<file path="config.mk">
export PLATFORM = sky130hd
export DESIGN_NAME = branch_sequencer
export DESIGN_NICKNAME = d
export VERILOG_FILES = /design/src/rtl/cpu_pkg.sv /design/src/rtl/sat_counter.sv /design/src/rtl/branch_sequencer.sv
export SDC_FILE = /design/constraint.sdc
export NUM_CORES = 1
export LEC_CHECK = 0
export ABC_AREA = 1
export CAP_MARGIN = 20
export CORE_ASPECT_RATIO = 0.8
export CORE_MARGIN = 3
export CORE_UTILIZATION = 48
export DETAILED_ROUTE_END_ITERATION = 8
export GPL_TIMING_DRIVEN = 0
export PLACE_DENSITY = 0.88
export SYNTH_ARGS = -nofsm -noshare
export SYNTH_HDL_FRONTEND = slang
export SYNTH_SLANG_ARGS = --single-unit
</file>
<file path="constraint.sdc">
create_clock -name clk -period 3.47 [get_ports clk]
set_clock_uncertainty 0.1 [all_clocks]
set_input_delay 0.347 -clock clk [delete_from_list [all_inputs] [get_ports clk]]
set_output_delay 0.347 -clock clk [all_outputs]
set_load 0.05 [all_outputs]
</file>
<file path="src/rtl/cpu_pkg.sv">
// rtl/cpu_pkg.sv - shared branch types, sequencer states and datapath width
package cpu_pkg;

  localparam int DATA_W = 16;

  localparam logic [2:0] BR_NONE = 3'b000;
  localparam logic [2:0] BR_BLT  = 3'b001;
  localparam logic [2:0] BR_BGT  = 3'b010;
  localparam logic [2:0] BR_BEQ  = 3'b011;
  localparam logic [2:0] BR_JMP  = 3'b100;

  typedef enum logic [2:0] {
    ST_IDLE,
    ST_WAIT_OPS,
    ST_COMPARE,
    ST_REDIRECT,
    ST_FLUSH
  } br_state_e;

  // Conditional branches are the only types that need the comparator.
  function automatic logic is_cond(input logic [2:0] t);
    return (t == BR_BLT) || (t == BR_BGT) || (t == BR_BEQ);
  endfunction

endpackage

</file>
<file path="src/rtl/sat_counter.sv">
// rtl/sat_counter.sv - saturating up-counter with enable
module sat_counter #(
  parameter int W = 16
) (
  input  logic         clk,
  input  logic         rst_n,
  input  logic         en,
  output logic [W-1:0] count
);

  logic [W-1:0] count_q;
  logic [W-1:0] count_d;

  // Increment when enabled, sticking at all-ones.
  always_comb begin
    count_d = count_q;
    if (en && (count_q != {W{1'b1}})) begin
      count_d = count_q + W'(1);
    end
  end

  // Count register.
  always_ff @(posedge clk or negedge rst_n) begin
    if (!rst_n) begin
      count_q <= '0;
    end else begin
      count_q <= count_d;
    end
  end

  assign count = count_q;

endmodule

</file>
<file path="src/rtl/branch_sequencer.sv">
// rtl/branch_sequencer.sv - branch/jump front-end driving the external comparator
module branch_sequencer #(
  parameter int DATA_W       = 16,
  parameter int FLUSH_CYCLES = 2
) (
  input  logic              clk,
  input  logic              rst_n,
  input  logic              br_valid,
  output logic              br_ready,
  input  logic [2:0]        br_type,
  input  logic [DATA_W-1:0] br_target,
  input  logic              ops_ready,
  input  logic [DATA_W-1:0] op1_in,
  input  logic [DATA_W-1:0] r0_in,
  input  logic              kill,
  output logic [2:0]        cmp_ctrl,
  output logic [DATA_W-1:0] cmp_op1,
  output logic [DATA_W-1:0] cmp_r0,
  input  logic              cmp_pcsrc,
  output logic              pc_load,
  output logic [DATA_W-1:0] pc_target,
  output logic              flush,
  output logic              stall,
  output logic [15:0]       taken_count
);

  import cpu_pkg::*;

  // REDIRECT is the first flush cycle, so FLUSH holds for the remaining ones.
  localparam logic [3:0] FLUSH_INIT = 4'((FLUSH_CYCLES > 1) ? (FLUSH_CYCLES - 2) : 0);

  br_state_e         state_q, state_d;
  logic [2:0]        type_q, type_d;
  logic [DATA_W-1:0] target_q, target_d;
  logic [DATA_W-1:0] op1_q, op1_d;
  logic [DATA_W-1:0] r0_q, r0_d;
  logic [3:0]        fcnt_q, fcnt_d;
  logic              count_en;

  // Next-state, request/operand latching and outputs; kill overrides everything.
  always_comb begin
    state_d  = state_q;
    type_d   = type_q;
    target_d = target_q;
    op1_d    = op1_q;
    r0_d     = r0_q;
    fcnt_d   = fcnt_q;

    if (kill) begin
      state_d = ST_IDLE;
    end else begin
      case (state_q)
        ST_IDLE: begin
          if (br_valid) begin
            type_d   = br_type;
            target_d = br_target;
            if (br_type == BR_JMP) begin
              state_d = ST_REDIRECT;
            end else if (is_cond(br_type)) begin
              if (ops_ready) begin
                op1_d   = op1_in;
                r0_d    = r0_in;
                state_d = ST_COMPARE;
              end else begin
                state_d = ST_WAIT_OPS;
              end
            end
          end
        end
        ST_WAIT_OPS: begin
          if (ops_ready) begin
            op1_d   = op1_in;
            r0_d    = r0_in;
            state_d = ST_COMPARE;
          end
        end
        ST_COMPARE: begin
          state_d = cmp_pcsrc ? ST_REDIRECT : ST_IDLE;
        end
        ST_REDIRECT: begin
          if (FLUSH_CYCLES > 1) begin
            state_d = ST_FLUSH;
            fcnt_d  = FLUSH_INIT;
          end else begin
            state_d = ST_IDLE;
          end
        end
        ST_FLUSH: begin
          if (fcnt_q == 4'd0) begin
            state_d = ST_IDLE;
          end else begin
            fcnt_d = fcnt_q - 4'd1;
          end
        end
        default: state_d = ST_IDLE;
      endcase
    end

    br_ready = (state_q == ST_IDLE);
    stall    = (state_q != ST_IDLE);
    cmp_ctrl = (state_q == ST_COMPARE) ? type_q : BR_NONE;
    pc_load  = (state_q == ST_REDIRECT);
    flush    = (state_q == ST_REDIRECT) || (state_q == ST_FLUSH);
    count_en = (state_q == ST_REDIRECT) && !kill;
  end

  // State and datapath registers.
  always_ff @(posedge clk or negedge rst_n) begin
    if (!rst_n) begin
      state_q  <= ST_IDLE;
      type_q   <= BR_NONE;
      target_q <= '0;
      op1_q    <= '0;
      r0_q     <= '0;
      fcnt_q   <= '0;
    end else begin
      state_q  <= state_d;
      type_q   <= type_d;
      target_q <= target_d;
      op1_q    <= op1_d;
      r0_q     <= r0_d;
      fcnt_q   <= fcnt_d;
    end
  end

  assign cmp_op1   = op1_q;
  assign cmp_r0    = r0_q;
  assign pc_target = target_q;

  sat_counter #(.W(16)) u_taken_cnt (
    .clk   (clk),
    .rst_n (rst_n),
    .en    (count_en),
    .count (taken_count)
  );

endmodule

</file>
==> impl_metrics.py, run 1 <==
metrics = {
    "outcome": {
        "status": "finished clean",
    },
    "synth": {
        "synth_edf_count": 0,
        "yosysWarnings": 0,
        "ys_seq_area_frac": 0.519,
        "synth_area_sq_mm": 0.00356,
        "synth_area_per_cell_sq_um": 7.92,
        "netlist.top_cell.by_area": "dfrtp_1",
        "synthTopCellsByArea": "dfrtp_1 (52%), nand2_1 (20%), nand3_1 (9.0%), inv_1 (3.3%), nor2_1 (2.7%)",
        "synth_most_common_cell": "nand2_1",
        "async_flop_share": 1.00,
        "synth_seq_cells": 74,
        "synth_ff_type": "dfrtp_1",
        "synth_commonest_cells": "nand2_1 (188), dfrtp_1 (74), nand3_1 (64)",
        "synthDistinctLibCells": 26,
        "syn-num-nets": 509,
        "netlist_instances": 450,
        "synth_top_area_frac": 0.519,
    },
    "flow_run": {
        "max_cap_violations": 0,
    },
    "drt": {
        "via_count": 3452,
        "viasPerCell": 5.08,
        "avgRoutedWirePerCell_um": 13.8,
        "routed_wl_um": 9370,
        "drt_iter0_drc": 73,
        "route.detailed.drc": 0,
        "first_pass_iters": 5,
        "ant_nets": 0,
    },
    "setup_path": {
        "worstPathArrival_ps": 2140,
        "cp_max_fo": 4,
        "startpoint_type": "register",
        "crit_type": "register to output port",
        "cp_num_buf_inv": 3,
        "crit_path_top_delay_cell": "clkdlybuf4s50_1",
        "critical_path.most_common_cell": "inv_1",
        "cp_slowest_stage_delay_ps": 830,
        "r2r_cells": 8,
        "crit_chain": "inv_1 -> nor3_1 -> inv_1 -> nor2_1 -> clkdlybuf4s50_1",
        "r2r_end": "u_taken_cnt.count[8]$_DFFE_PN0P_",
        "rr_startpoint": "u_taken_cnt.count[0]$_DFFE_PN0P_",
        "critical_path_required_ps": 3020,
        "critPathCaptureType": "output port",
        "critPathTopFamily": "buffers and inverters",
        "reg2reg_slack_ps": 1630,
    },
    "die": {
        "die_area_sq_mm": 0.00850,
        "placementRows": 27,
        "start_util": 0.507,
        "core_sq_mm": 0.00703,
        "io_pins": 128,
        "die_h_um": 83.1,
        "die_w_um": 102,
    },
    "pwr": {
        "vdd_ir_drop_max_mv": 0.490,
        "power_switching_share": 0.464,
        "power_frac_comb": 0.523,
        "seqPwrFrac": 0.304,
        "leakagePower_uw": 0.00249,
        "p_int_uw": 2420,
        "p_sw_uw": 2090,
        "p_clk_frac": 0.173,
        "p_per_area_mw_per_mm2": 867,
    },
    "place": {
        "placed_area_sq_mm": 0.00496,
        "gp_congestion": 0.813,
        "dp_hpwl_um": 7190,
        "placedCellCount": 664,
        "numPortBuffers": 126,
    },
    "timing": {
        "hold_violations": 0,
        "finalSetupViolations": 0,
        "drv_slew": 0,
        "min_period_ps": 2580,
        "relSlewSlack": 0.638,
        "fmax_mhz": 387,
        "worst_slew_pin_slew_ps": 541,
        "grt_setup_unrepaired": "no",
        "finalCritPeriodShare": 0.744,
    },
    "clock_network": {
        "cts_tree": "built",
        "post-cts-setup-buffers": 0,
        "cts_buffer_depth": 2,
        "cts_max_level": 3,
        "cts_buffers": 9,
        "cts_sinks": 74,
        "clk-insertion-delay-late_ps": 330,
        "cts_resized": 0,
        "clockRootBuffer": "clkbuf_8",
        "path_clk_slew_ps": 70,
    },
    "min_path": {
        "whs_endpoint": "pc_target[0]$_DFFE_PN0P_",
        "min_path_type": "input pin to register",
        "min_path_cells": 3,
        "hold_path.startpoint": "br_valid",
    },
    "cells_and_area": {
        "regArea_sq_mm": 0.00185,
        "post-route-util": 0.740,
        "fin_area_sq_mm": 0.00520,
        "fillCellCount": 556,
        "area_delta_synth_final_pct": 45.9,
        "drive_above_1_share": 0.0742,
        "multi_input_area_sq_mm": 0.00147,
        "stdcell_count": 680,
        "nets": 648,
        "diodes": 0,
    },
    "grt": {
        "grt_max_degree": 52,
        "grt_pass1_wl_um": 15800,
        "grt_pass1_vias": 3406,
        "gr-total-overflow": 0,
        "grt.total_usage": 0.232,
        "antenna_found_initial": 0,
    },
}
-- flip-flops by register name, summed over array words and instances (netlist names) --
| register | cells |
|---|---|
| type_q | 3 |
| cmp_r0 | 16 |
| u_taken_cnt.count | 16 |
| pc_target | 16 |
| state_q | 3 |
| fcnt_q | 4 |
| cmp_op1 | 16 |
-- power groups by stage --
stage,logic (uW),registers (uW),clock network (uW)
2_1_floorplan,560,2330,0
3_3_place_gp,2310,1360,0
3_5_place_dp,2370,1380,0
4_1_cts,2380,1370,801
5_1_grt,2510,1410,846
6_report,2360,1370,779
-- final cells by class --
cell class / count / area share
tap: 87 / 0.0209
buffer: 17 / 0.0219
sequential: 74 / 0.356
inverter: 35 / 0.0253
multi-input combinational: 324 / 0.282
timing repair buffer: 128 / 0.249
clock buffer: 10 / 0.0245
clock inverter: 5 / 0.0200
-- cells in the final DEF (no fill, tap or decap), drive strengths merged --
master,instances
dfrtp,74
buf,15
o21ai,15
o22ai,1
xor2,2
or2,1
clkdlybuf4s50,125
xnor2,6
nor2,30
nand3,65
clkinv,2
dlygate4sd3,1
clkbuf,14
nand2,190
bufinv,3
a21oi,3
ha,2
nand4,8
inv,35
nor3,1
-- worst max path at each step --
| stage | endpoint | cells after the start | slack, ps | startpoint |
|---|---|---|---|---|
| after floorplan | u_taken_cnt.count[10]$_DFFE_PN0P_ | 8 | 1530 | u_taken_cnt.count[0]$_DFFE_PN0P_ |
| after global placement | pc_target[11]$_DFFE_PN0P_ | 1 | -580 | rst_n |
| after detailed placement | cmp_r0[1]$_DFFE_PN0P_ | 6 | 1250 | kill |
| after CTS | cmp_ctrl[1] | 5 | 900 | state_q[1]$_DFFE_PN0P_ |
| after global routing | cmp_ctrl[1] | 5 | 780 | state_q[1]$_DFFE_PN0P_ |
| final | cmp_ctrl[1] | 5 | 890 | state_q[1]$_DFFE_PN0P_ |
-- worst register-to-register path, delay by kind of cell (launching register included) --
family / cells / cell delay [ps]
simple gates: 5 / 470
compound gates: 1 / 270
buf+inv: 1 / 190
flops: 1 / 460
fa+ha+maj: 1 / 300
-- routing by layer --
metal,vias up,share of wire,track usage
li1,1693,-,-
met1,1623,0.41,0.288
met2,117,0.48,0.372
met3,19,0.087,0.0856
met4,0,0.021,0.0751
met5,-,0,0
-- logic make-up after synthesis --
| family | count (synthesis) | share of synthesized area |
|---|---|---|
| buffers and inverters | 52 | 0.0688 |
| AND/OR/NAND/NOR | 295 | 0.352 |
| XOR/XNOR | 8 | 0.0197 |
| adder cells (fa/ha/maj) | 2 | 0.00702 |
| AO/OA/AOI/OAI | 19 | 0.0333 |
| flip-flops | 74 | 0.519 |
-- timing repair --
action                                  in CTS  in global routing
hold buffers                                 1                  0
endpoints found under the setup margin       0                  0
endpoints found under the hold margin       23                  0
-- metrics by stage --
stage          hold slack (ps)  worst slack (ps)  power, uW  TNS, ps
5_1_grt                    235               780       4760        0
2_1_floorplan            -48.6              1530       2890        0
6_report                   253               887       4510        0
4_1_cts                    240               896       4550        0
3_5_place_dp               177              1250       3740        0
3_3_place_gp               353              -576       3670   -42150
Power figures use the tool's default switching activity.
==> run 2, diff against run 1 <==
--- a/config.mk
+++ b/config.mk
@@ -9,10 +9,10 @@
 export CAP_MARGIN = 20
 export CORE_ASPECT_RATIO = 0.8
 export CORE_MARGIN = 3
-export CORE_UTILIZATION = 48
+export CORE_UTILIZATION = 45
 export DETAILED_ROUTE_END_ITERATION = 8
 export GPL_TIMING_DRIVEN = 0
-export PLACE_DENSITY = 0.88
+export PLACE_DENSITY = 0.83
 export SYNTH_ARGS = -nofsm -noshare
 export SYNTH_HDL_FRONTEND = slang
 export SYNTH_SLANG_ARGS = --single-unit
==> constraint.sdc (replaced) <==
create_clock -name clk -period 2.7 [get_ports clk]
set_clock_uncertainty 0.1 [all_clocks]
set_input_delay 0.27 -clock clk [delete_from_list [all_inputs] [get_ports clk]]
set_output_delay 0.27 -clock clk [all_outputs]
set_load 0.05 [all_outputs]
==> impl_metrics.py, run 2 (synthesized netlist as in run 1, its figures left out) <==
metrics = {
    "place": {
        "dp_slack_ps": 550,
        "numPortBuffers": 126,
        "dp_hpwl_um": 7200,
        "gp_congestion": 0.882,
    },
    "timing": {
        "relSlewSlack": 0.629,
        "finalCritPeriodShare": 0.933,
        "finalWorstSetupSlack_ps": 180,
        "hold_violations": 0,
        "fmax_mhz": 397,
        "min_period_ps": 2520,
        "drv_slew": 0,
        "finalSetupTns_ps": 0,
        "grt_setup_unrepaired": "no",
        "finalSetupViolations": 0,
        "worst_slew_pin_slew_ps": 555,
        "fin_hold_ws_ps": 153,
    },
    "die": {
        "die_area_sq_mm": 0.00903,
        "die_h_um": 85.6,
        "placementRows": 28,
        "core_sq_mm": 0.00753,
        "die_w_um": 106,
        "start_util": 0.473,
        "io_pins": 128,
    },
    "cells_and_area": {
        "nets": 648,
        "regArea_sq_mm": 0.00185,
        "area_delta_synth_final_pct": 45.1,
        "multi_input_area_sq_mm": 0.00147,
        "fillCellCount": 617,
        "drive_above_1_share": 0.0758,
        "post-route-util": 0.687,
        "diodes": 0,
        "layout_common_cells": "nand2_1 (188), clkdlybuf4s50_1 (125), dfrtp_1 (74)",
        "final_common_cell": "nand2_1",
    },
    "clock_network": {
        "cts_buffers": 9,
        "clockRootBuffer": "clkbuf_8",
        "clk-insertion-delay-late_ps": 350,
        "cts_buffer_depth": 2,
        "cts_sinks": 74,
        "post-cts-setup-buffers": 0,
        "cts_resized": 0,
        "path_clk_slew_ps": 80,
        "cts_max_level": 3,
        "cts_tree": "built",
    },
    "pwr": {
        "seqPwrFrac": 0.316,
        "p_sw_uw": 2730,
        "p_clk_frac": 0.142,
        "vdd_ir_drop_max_mv": 0.988,
        "p_per_area_mw_per_mm2": 1080,
        "p_int_uw": 2860,
        "power_frac_comb": 0.542,
        "leakagePower_uw": 0.00245,
        "power_uw": 5590,
        "power_switching_share": 0.488,
    },
    "setup_path": {
        "cp_max_fo": 3,
        "crit_path_top_delay_cell": "clkdlybuf4s50_1",
        "critical_path_required_ps": 2330,
        "crit_type": "register to output port",
        "critPathCaptureType": "output port",
        "startpoint_type": "register",
        "crit_chain": "nor3_1 -> inv_1 -> nor2_1 -> clkdlybuf4s50_1",
        "worstPathArrival_ps": 2150,
        "cp_slowest_stage_delay_ps": 840,
    },
    "grt": {
        "grt_pass1_vias": 3382,
        "met3_usage": 0.0993,
        "use_met2": 0.351,
        "grt_pass1_wl_um": 15800,
        "busiest_layer": "met2",
        "grt_max_degree": 54,
        "grt.total_usage": 0.217,
        "met1_usage": 0.266,
        "gr-total-overflow": 0,
        "antenna_found_initial": 0,
    },
    "drt": {
        "first_pass_iters": 5,
        "viasPerCell": 4.97,
        "ant_nets": 0,
        "via_count": 3477,
        "routed_wl_um": 9570,
        "route.detailed.drc": 0,
        "drt_iter0_drc": 120,
        "avgRoutedWirePerCell_um": 13.7,
    },
    "min_path": {
        "min_path_type": "input pin to register",
    },
    "flow_run": {
        "max_cap_violations": 0,
    },
    "outcome": {
        "status": "finished clean",
    },
}
==> run 2: critical path: cells and delay by family, from the launching register on <==
kind	cells	cell delay, ps
flip-flops	1	440
AND/OR/NAND/NOR	2	400
buffers and inverters	2	960
==> run 2: stage by stage <==
| step | area [sq um] | std cells |
|---|---|---|
| detailed placement | 4980 | 682 |
| global route | 5170 | 699 |
| global placement | 4960 | 681 |
| finish | 5170 | 699 |
| CTS | 5170 | 699 |
| floorplan | 3560 | 450 |
==> run 2: cell type report <==
| class | instances | share of cell area |
|---|---|---|
| multi-input combinational | 324 | 0.284 |
| clock inverter | 5 | 0.00750 |
| inverter | 35 | 0.0254 |
| buffer | 17 | 0.0220 |
| sequential | 74 | 0.358 |
| timing repair buffer | 128 | 0.251 |
| clock buffer | 11 | 0.0273 |
| tap | 105 | 0.0254 |
==> run 2: path summary, 6_finish.rpt <==
check                           depth (start not counted)  slack, ps                                 to                        startpoint
min in group asynchronous                               2        260   u_taken_cnt.count[5]$_DFFE_PN0P_                             rst_n
worst min-delay path                                    3        150           pc_target[3]$_DFFE_PN0P_                          br_valid
max in group asynchronous                               3       1680  u_taken_cnt.count[10]$_DFFE_PN0P_                             rst_n
worst max register to register                          8        810  u_taken_cnt.count[10]$_DFFE_PN0P_  u_taken_cnt.count[0]$_DFFE_PN0P_
worst min register to register                          2        380           pc_target[1]$_DFFE_PN0P_          pc_target[1]$_DFFE_PN0P_
worst max-delay path                                    4        180                        cmp_ctrl[2]            state_q[2]$_DFFE_PN0P_
==> run 2: what timing repair did <==
item,CTS,global route
setup endpoints to repair,0,0
endpoints found under the hold margin,21,0
hold buffers,1,0
==> run 2: routing by layer <==
metal / vias up / wire (um)
met5: - / 0
met4: 0 / 114
met3: 9 / 1040
met2: 130 / 4480
met1: 1646 / 3940
li1: 1692 / -
==> run 2: power by group through the flow <==
stage / registers (uW) / clock network (uW) / logic (uW)
floorplan: 2990 / 0 / 720
global placement: 1760 / 0 / 2990
detailed placement: 1780 / 0 / 3040
CTS: 1770 / 816 / 3050
global route: 1820 / 864 / 3210
finish: 1770 / 792 / 3030
==> run 3, diff against run 2 <==
--- a/config.mk
+++ b/config.mk
@@ -13,6 +13,7 @@
 export DETAILED_ROUTE_END_ITERATION = 8
 export GPL_TIMING_DRIVEN = 0
 export PLACE_DENSITY = 0.83
+export SLEW_MARGIN = 5
 export SYNTH_ARGS = -nofsm -noshare
 export SYNTH_HDL_FRONTEND = slang
 export SYNTH_SLANG_ARGS = --single-unit
==> results of run 3 <==
Same layout as run 2: the final DEF is identical, and so are final timing and power.
